## src/rtl/boot_loader_ctrl_pkg.sv

```systemverilog
// Header field positions, state encoding and write-strobe constants shared by the boot loader.
package boot_loader_ctrl_pkg;

  localparam int GO_BIT   = 31;
  localparam int TGT_BIT  = 30;
  localparam int ADDR_MSB = 23;
  localparam int ADDR_LSB = 12;
  localparam int CNT_MSB  = 10;
  localparam int CNT_LSB  = 0;

  localparam logic [3:0] BYTE_ALL  = 4'b1111;
  localparam logic [3:0] BYTE_NONE = 4'b0000;

  typedef enum logic [1:0] {
    ST_IDLE = 2'd0,
    ST_DATA = 2'd1,
    ST_LAST = 2'd2,
    ST_RUN  = 2'd3
  } state_t;

endpackage

```

## src/rtl/boot_loader_ctrl.sv

```systemverilog
// Loads header+payload segments into instruction/data BRAM and releases the core after a GO segment.
// Write lands one cycle after accept; s_ready drops in LAST/RUN so no stream word is consumed there.
module boot_loader_ctrl
  import boot_loader_ctrl_pkg::*;
#(
  parameter int DATA_WIDTH = 32,
  parameter int ADDR_WIDTH = 12,
  parameter int CNT_WIDTH  = 11
) (
  input  logic                  clk,
  input  logic                  rst,
  input  logic [DATA_WIDTH-1:0] s_dat,
  input  logic                  s_valid,
  output logic                  s_ready,
  input  logic                  reload,
  output logic [ADDR_WIDTH-1:0] i_w_addr,
  output logic [DATA_WIDTH-1:0] i_w_dat,
  output logic                  i_w_enb,
  output logic [3:0]            i_w_byte_enb,
  output logic [ADDR_WIDTH-1:0] d_w_addr,
  output logic [DATA_WIDTH-1:0] d_w_dat,
  output logic                  d_w_enb,
  output logic [3:0]            d_w_byte_enb,
  output logic                  i_r_enb,
  output logic                  pc_stall,
  output logic                  cpu_rst,
  output logic                  d_bram_init_done,
  output logic                  busy,
  output logic [15:0]           words_loaded
);

  state_t                state, next_state;
  logic                  rdy_en;
  logic                  hdr_acc, word_acc;
  logic                  tgt_q, go_q;
  logic [ADDR_WIDTH-1:0] cur_addr;
  logic [CNT_WIDTH-1:0]  remaining;

  logic                  hdr_go, hdr_tgt;
  logic [ADDR_WIDTH-1:0] hdr_addr;
  logic [CNT_WIDTH-1:0]  hdr_cnt;
  logic                  in_run;
  logic                  unused_hdr_bits;

  assign hdr_go   = s_dat[GO_BIT];
  assign hdr_tgt  = s_dat[TGT_BIT];
  // Low two address bits of the field are dropped so every write is word aligned.
  assign hdr_addr = ADDR_WIDTH'({s_dat[ADDR_MSB:ADDR_LSB+2], 2'b00});
  assign hdr_cnt  = CNT_WIDTH'(s_dat[CNT_MSB:CNT_LSB]);
  assign unused_hdr_bits = ^{s_dat[29:24], s_dat[11], s_dat[ADDR_LSB+1:ADDR_LSB]};
  assign in_run   = (state == ST_RUN);

  always_ff @(posedge clk or negedge rst) begin
    if (!rst) begin
      state  <= ST_IDLE;
      rdy_en <= 1'b0;
    end else begin
      state  <= next_state;
      rdy_en <= 1'b1;
    end
  end

  always_comb begin
    next_state = state;
    s_ready    = 1'b0;
    hdr_acc    = 1'b0;
    word_acc   = 1'b0;
    case (state)
      ST_IDLE: begin
        s_ready = rdy_en;
        if (s_valid && rdy_en) begin
          hdr_acc = 1'b1;
          if (hdr_cnt != '0)  next_state = ST_DATA;
          else if (hdr_go)    next_state = ST_RUN;
        end
      end
      ST_DATA: begin
        s_ready = rdy_en;
        if (s_valid && rdy_en) begin
          word_acc = 1'b1;
          if (remaining == CNT_WIDTH'(1)) next_state = go_q ? ST_LAST : ST_IDLE;
        end
      end
      ST_LAST: next_state = ST_RUN;
      ST_RUN:  if (reload) next_state = ST_IDLE;
      default: next_state = ST_IDLE;
    endcase
  end

  always_ff @(posedge clk or negedge rst) begin
    if (!rst) begin
      tgt_q            <= 1'b0;
      go_q             <= 1'b0;
      cur_addr         <= '0;
      remaining        <= '0;
      i_w_addr         <= '0;
      i_w_dat          <= '0;
      i_w_enb          <= 1'b0;
      i_w_byte_enb     <= BYTE_NONE;
      d_w_addr         <= '0;
      d_w_dat          <= '0;
      d_w_enb          <= 1'b0;
      d_w_byte_enb     <= BYTE_NONE;
      i_r_enb          <= 1'b0;
      pc_stall         <= 1'b1;
      cpu_rst          <= 1'b1;
      d_bram_init_done <= 1'b0;
      busy             <= 1'b1;
      words_loaded     <= '0;
    end else begin
      i_w_enb      <= 1'b0;
      i_w_byte_enb <= BYTE_NONE;
      d_w_enb      <= 1'b0;
      d_w_byte_enb <= BYTE_NONE;

      if (hdr_acc) begin
        tgt_q     <= hdr_tgt;
        go_q      <= hdr_go;
        cur_addr  <= hdr_addr;
        remaining <= hdr_cnt;
      end

      if (word_acc) begin
        if (tgt_q) begin
          d_w_addr     <= cur_addr;
          d_w_dat      <= s_dat;
          d_w_enb      <= 1'b1;
          d_w_byte_enb <= BYTE_ALL;
        end else begin
          i_w_addr     <= cur_addr;
          i_w_dat      <= s_dat;
          i_w_enb      <= 1'b1;
          i_w_byte_enb <= BYTE_ALL;
        end
        cur_addr  <= cur_addr + ADDR_WIDTH'(4);
        remaining <= remaining - CNT_WIDTH'(1);
        if (words_loaded != 16'hFFFF) words_loaded <= words_loaded + 16'd1;
      end

      // Run controls follow the registered state, so they move one edge after entering/leaving RUN.
      i_r_enb          <= in_run;
      pc_stall         <= !in_run;
      cpu_rst          <= !in_run;
      d_bram_init_done <= in_run;
      busy             <= !in_run;

      if (in_run && reload) words_loaded <= '0;
    end
  end

endmodule
```

## config.mk

```make
export PLATFORM = sky130hd
export DESIGN_NAME = boot_loader_ctrl
export DESIGN_NICKNAME = d
export VERILOG_FILES = /design/src/rtl/boot_loader_ctrl_pkg.sv /design/src/rtl/boot_loader_ctrl.sv
export SDC_FILE = /design/constraint.sdc
export NUM_CORES = 1
export LEC_CHECK = 0
export ABC_AREA = 1
export BUFFER_PORTS_ARGS = -buffer_cell sky130_fd_sc_hd__buf_2
export CORE_MARGIN = 1
export CORE_UTILIZATION = 25
export DETAILED_ROUTE_END_ITERATION = 6
export SETUP_SLACK_MARGIN = 0.15
export SYNTH_ARGS = -nofsm -noshare
export SYNTH_HDL_FRONTEND = slang
export SYNTH_SLANG_ARGS = --single-unit
```

## constraint.sdc

```tcl
create_clock -name clk -period 1.54 [get_ports clk]
set_input_delay 0.077 -clock clk [delete_from_list [all_inputs] [get_ports clk]]
set_output_delay 0.077 -clock clk [all_outputs]
set_load 0.005 [all_outputs]
```

==> impl_metrics.toml <==
[critical_path]
crit_type = "flip-flop to flip-flop"
worstSetupStartpointType = "flip-flop"
critPathMaxStageDelay_ns = 0.39
cpMostUsedCell = "nor2_4"
r2r-start = "state[1]$_DFFE_PN0P_"
r2r_cells = 9
critPathTopFamily = "simple AND/OR/NAND/NOR gates"
reg2reg_to = "i_w_addr[9]$_DFFE_PN0P_"
reg2reg_slack_ns = 0.03
endpoint_kind = "flip-flop"
crit_fanout = 15
arrival_ns = 1.81
cp_cell_sequence = "inv_2 -> nand3_4 -> nor2_4 -> inv_4 -> nor2_4 -> inv_6 -> buf_16 -> nand2_1 -> o21ai_2"
path_buf_inv = 4
cp.required_ns = 1.84
crit_slowest_cell = "dfrtp_1"
setup.worst_path.start = "state[1]$_DFFE_PN0P_"
cp.depth = 9

[sta]
finalClockSkew_ns = 0.01131
fmax_mhz = 660.6
worst_pin_slew_ns = 0.6629
finalCriticalPeriod_ns = 1.514
period_share_pct = 98.29
rsz0062_at_grt = "yes"
setup_violations = 0
relSlewSlack_pct = 55.80
final_max_slew_viol_count = 0
hold_viol_final = 0

[placement]
portBuffers = 151
place.gp.congestion = 0.7901
dpl.hpwl_um = 11530
postPlaceCellArea_um2 = 7340

[floorplan]
die_h_um = 157.4
die_w_um = 157.4
fp-row-count = 56
fp.coreArea_um2 = 23610
initial_core_util_pct = 25.57
die_area_um2 = 24780
io_pins = 156

[final_layout]
nNetsFinal = 985
final_core_utilization_pct = 40.23
num-fill-cells = 2323
final_cell_area_um2 = 9499
regArea_um2 = 3256
diodes = 0
multi_input_area_um2 = 2785
drive_above_1_share_pct = 43.42
area_delta_synth_final_pct = 57.31

[detailed_routing]
drt_iter0_drc = 315
drc = 0
antenna_left = 0
avgViaCountPerCell = 4.455
via_count = 5689
dr.pass1.iters = 5
post_drt_wl_per_cell_um = 15.30
routed_wl_um = 19530

[synthesis]
avgSynthCellArea_um2 = 8.602
yosysSeqAreaShare_pct = 53.90
synth_most_common_cell = "nand2_1"
synth_ff_type = "dfrtp_1"
yosysUniqueCellTypes = 32
synth_top_area_share_pct = 53.46
synth_area_leaders = "dfrtp_1, nand2_1, inv_1, o21ai_0, o21ai_2"
synthArstFlopShare_pct = 100.0
mappedNetlistArea_um2 = 6038
yosysTopAreaCell = "dfrtp_1"
synth_warnings = 0
synth_edf_count = 0
synth_common_cells = "nand2_1, dfrtp_1, inv_1"
netlist_instances = 702
ys_ff_latch = 130

[hold_path]
hold_end = "d_w_dat[5]$_DFFE_PN0P_"
hold_depth = 3
hp-class = "primary input to flip-flop"
hp-start = "s_dat[5]"

[cts]
clkTransAtPathRegs_ns = 0.06
htree_num_levels = 4
worstSkewPairLatency_ns = 0.42
cts_sinks = 130
cts_tree = "yes"
cts-root-buf = "clkbuf_16"
numCtsBuffers = 17
clock_path_buffers = 2

[grt]
grt_max_degree = 76
antenna_found_initial = 1
grt_pass1_vias = 5032
gr-total-overflow = 0
grt_pass1_wl_um = 26210
grt.total_usage_pct = 13.73

[power]
p_leak_nw = 4.746
ir_worst_vdd_uv = 593.7
p_per_area_nw_per_um2 = 1767

[run]
maxCapViolations = 0

[outcome]
status = "complete, no violations"
-- metal layers --
layer | part of all wire (%) | GRT usage (%) | vias up
met5 | 0.067 | 0 | -
met4 | 0.61 | 3.930 | 2
met3 | 5.5 | 3.442 | 12
met2 | 49 | 22.14 | 177
met1 | 45 | 18.09 | 2740
li1 | - | - | 2758
-- power by group --
part	switching, mW	internal (mW)	total (mW)
clock	1.57	2.96	4.53
combinational	3.19	3.08	6.26
sequential	1.17	4.82	5.99
-- registers in the layout, summed over array words and instances, names as in the netlist --
signal	flops
busy	1
i_w_dat	32
d_w_dat	32
go_q	1
tgt_q	1
words_loaded	16
state	2
i_w_addr	10
d_w_addr	10
d_w_byte_enb	1
cur_addr	10
remaining	11
d_bram_init_done	1
rdy_en	1
i_w_byte_enb	1
-- worst max path at each step --
stage | endpoint | slack (ns)
global placement | words_loaded[10]$_DFFE_PN0P_ | 0.09
floorplan | i_w_addr[10]$_DFFE_PN0P_ | 0.09
global route | i_w_addr[9]$_DFFE_PN0P_ | -0.06
detailed placement | words_loaded[4]$_DFFE_PN0P_ | 0.05
CTS | words_loaded[0]$_DFFE_PN0P_ | 0.07
finish | i_w_addr[9]$_DFFE_PN0P_ | 0.03
-- logic make-up (layout without fill, tap and decap cells) --
kind of cell / Yosys count / after routing / share of synthesized area, %
and+or+nand+nor: 309 / 311 / 21.67
AOI/OAI and AO/OA: 134 / 134 / 13.28
DFF: 130 / 130 / 53.90
buffers and inverters: 118 / 369 / 9.470
xor gates and xnor gates: 5 / 5 / 0.7252
adders and majority gates: 4 / 4 / 0.8289
other: 2 / 5 / 0.1244
-- cell usage in the layout (no fill, tap or decap), drive strengths merged, types with 5 or more instances in the layout --
| master | Yosys | routed |
|---|---|---|
| dlygate4sd3 | 0 | 31 |
| conb | 2 | 5 |
| nand3 | 34 | 34 |
| o221ai | 6 | 6 |
| buf | 34 | 220 |
| nand2 | 200 | 202 |
| o21ai | 106 | 106 |
| dfrtp | 129 | 129 |
| nor2 | 52 | 52 |
| clkinv | 0 | 7 |
| nand4 | 15 | 15 |
| clkbuf | 9 | 30 |
| inv | 75 | 75 |
| a21oi | 10 | 10 |
| bufinv | 0 | 5 |
-- area by class of cell --
| class | instances | share of cell area, % |
|---|---|---|
| Clock buffer | 19 | 4.768 |
| Clock inverter | 13 | 2.187 |
| Inverter | 75 | 3.095 |
| Multi-Input combinational cell | 459 | 29.32 |
| Sequential cell | 130 | 34.27 |
| Tap cell | 319 | 4.202 |
| Timing Repair Buffer | 262 | 22.15 |
-- tightest hold or removal path: stages --
cell,delay [ns]
buf_2,0.09
inv_1,0.10
o21ai_2,0.14
-- stage by stage --
stage | hold slack, ns | setup slack (ns) | TNS, ns | std cells | power (mW)
final | 0.01713 | 0.02629 | 0 | 1277 | 16.78
after global routing | 0.01845 | -0.06043 | -0.9789 | 1277 | 17.88
after CTS | 0.006211 | 0.07027 | 0 | 1241 | 15.21
after detailed placement | 0.05366 | 0.04666 | 0 | 1175 | 10.44
after global placement | 0.05335 | 0.08845 | 0 | 1175 | 10.31
after floorplan | -0.2186 | 0.09468 | 0 | 705 | 8.332
-- what timing repair did --
action	CTS	global route
endpoints found under the setup margin	66	102
cloned	0	20
hold buffers	31	0
endpoints found under the hold margin	124	0
resized for setup	9	194
pin swaps	2	15
buffers inserted	3	16
Power figures use the tool's default switching activity.
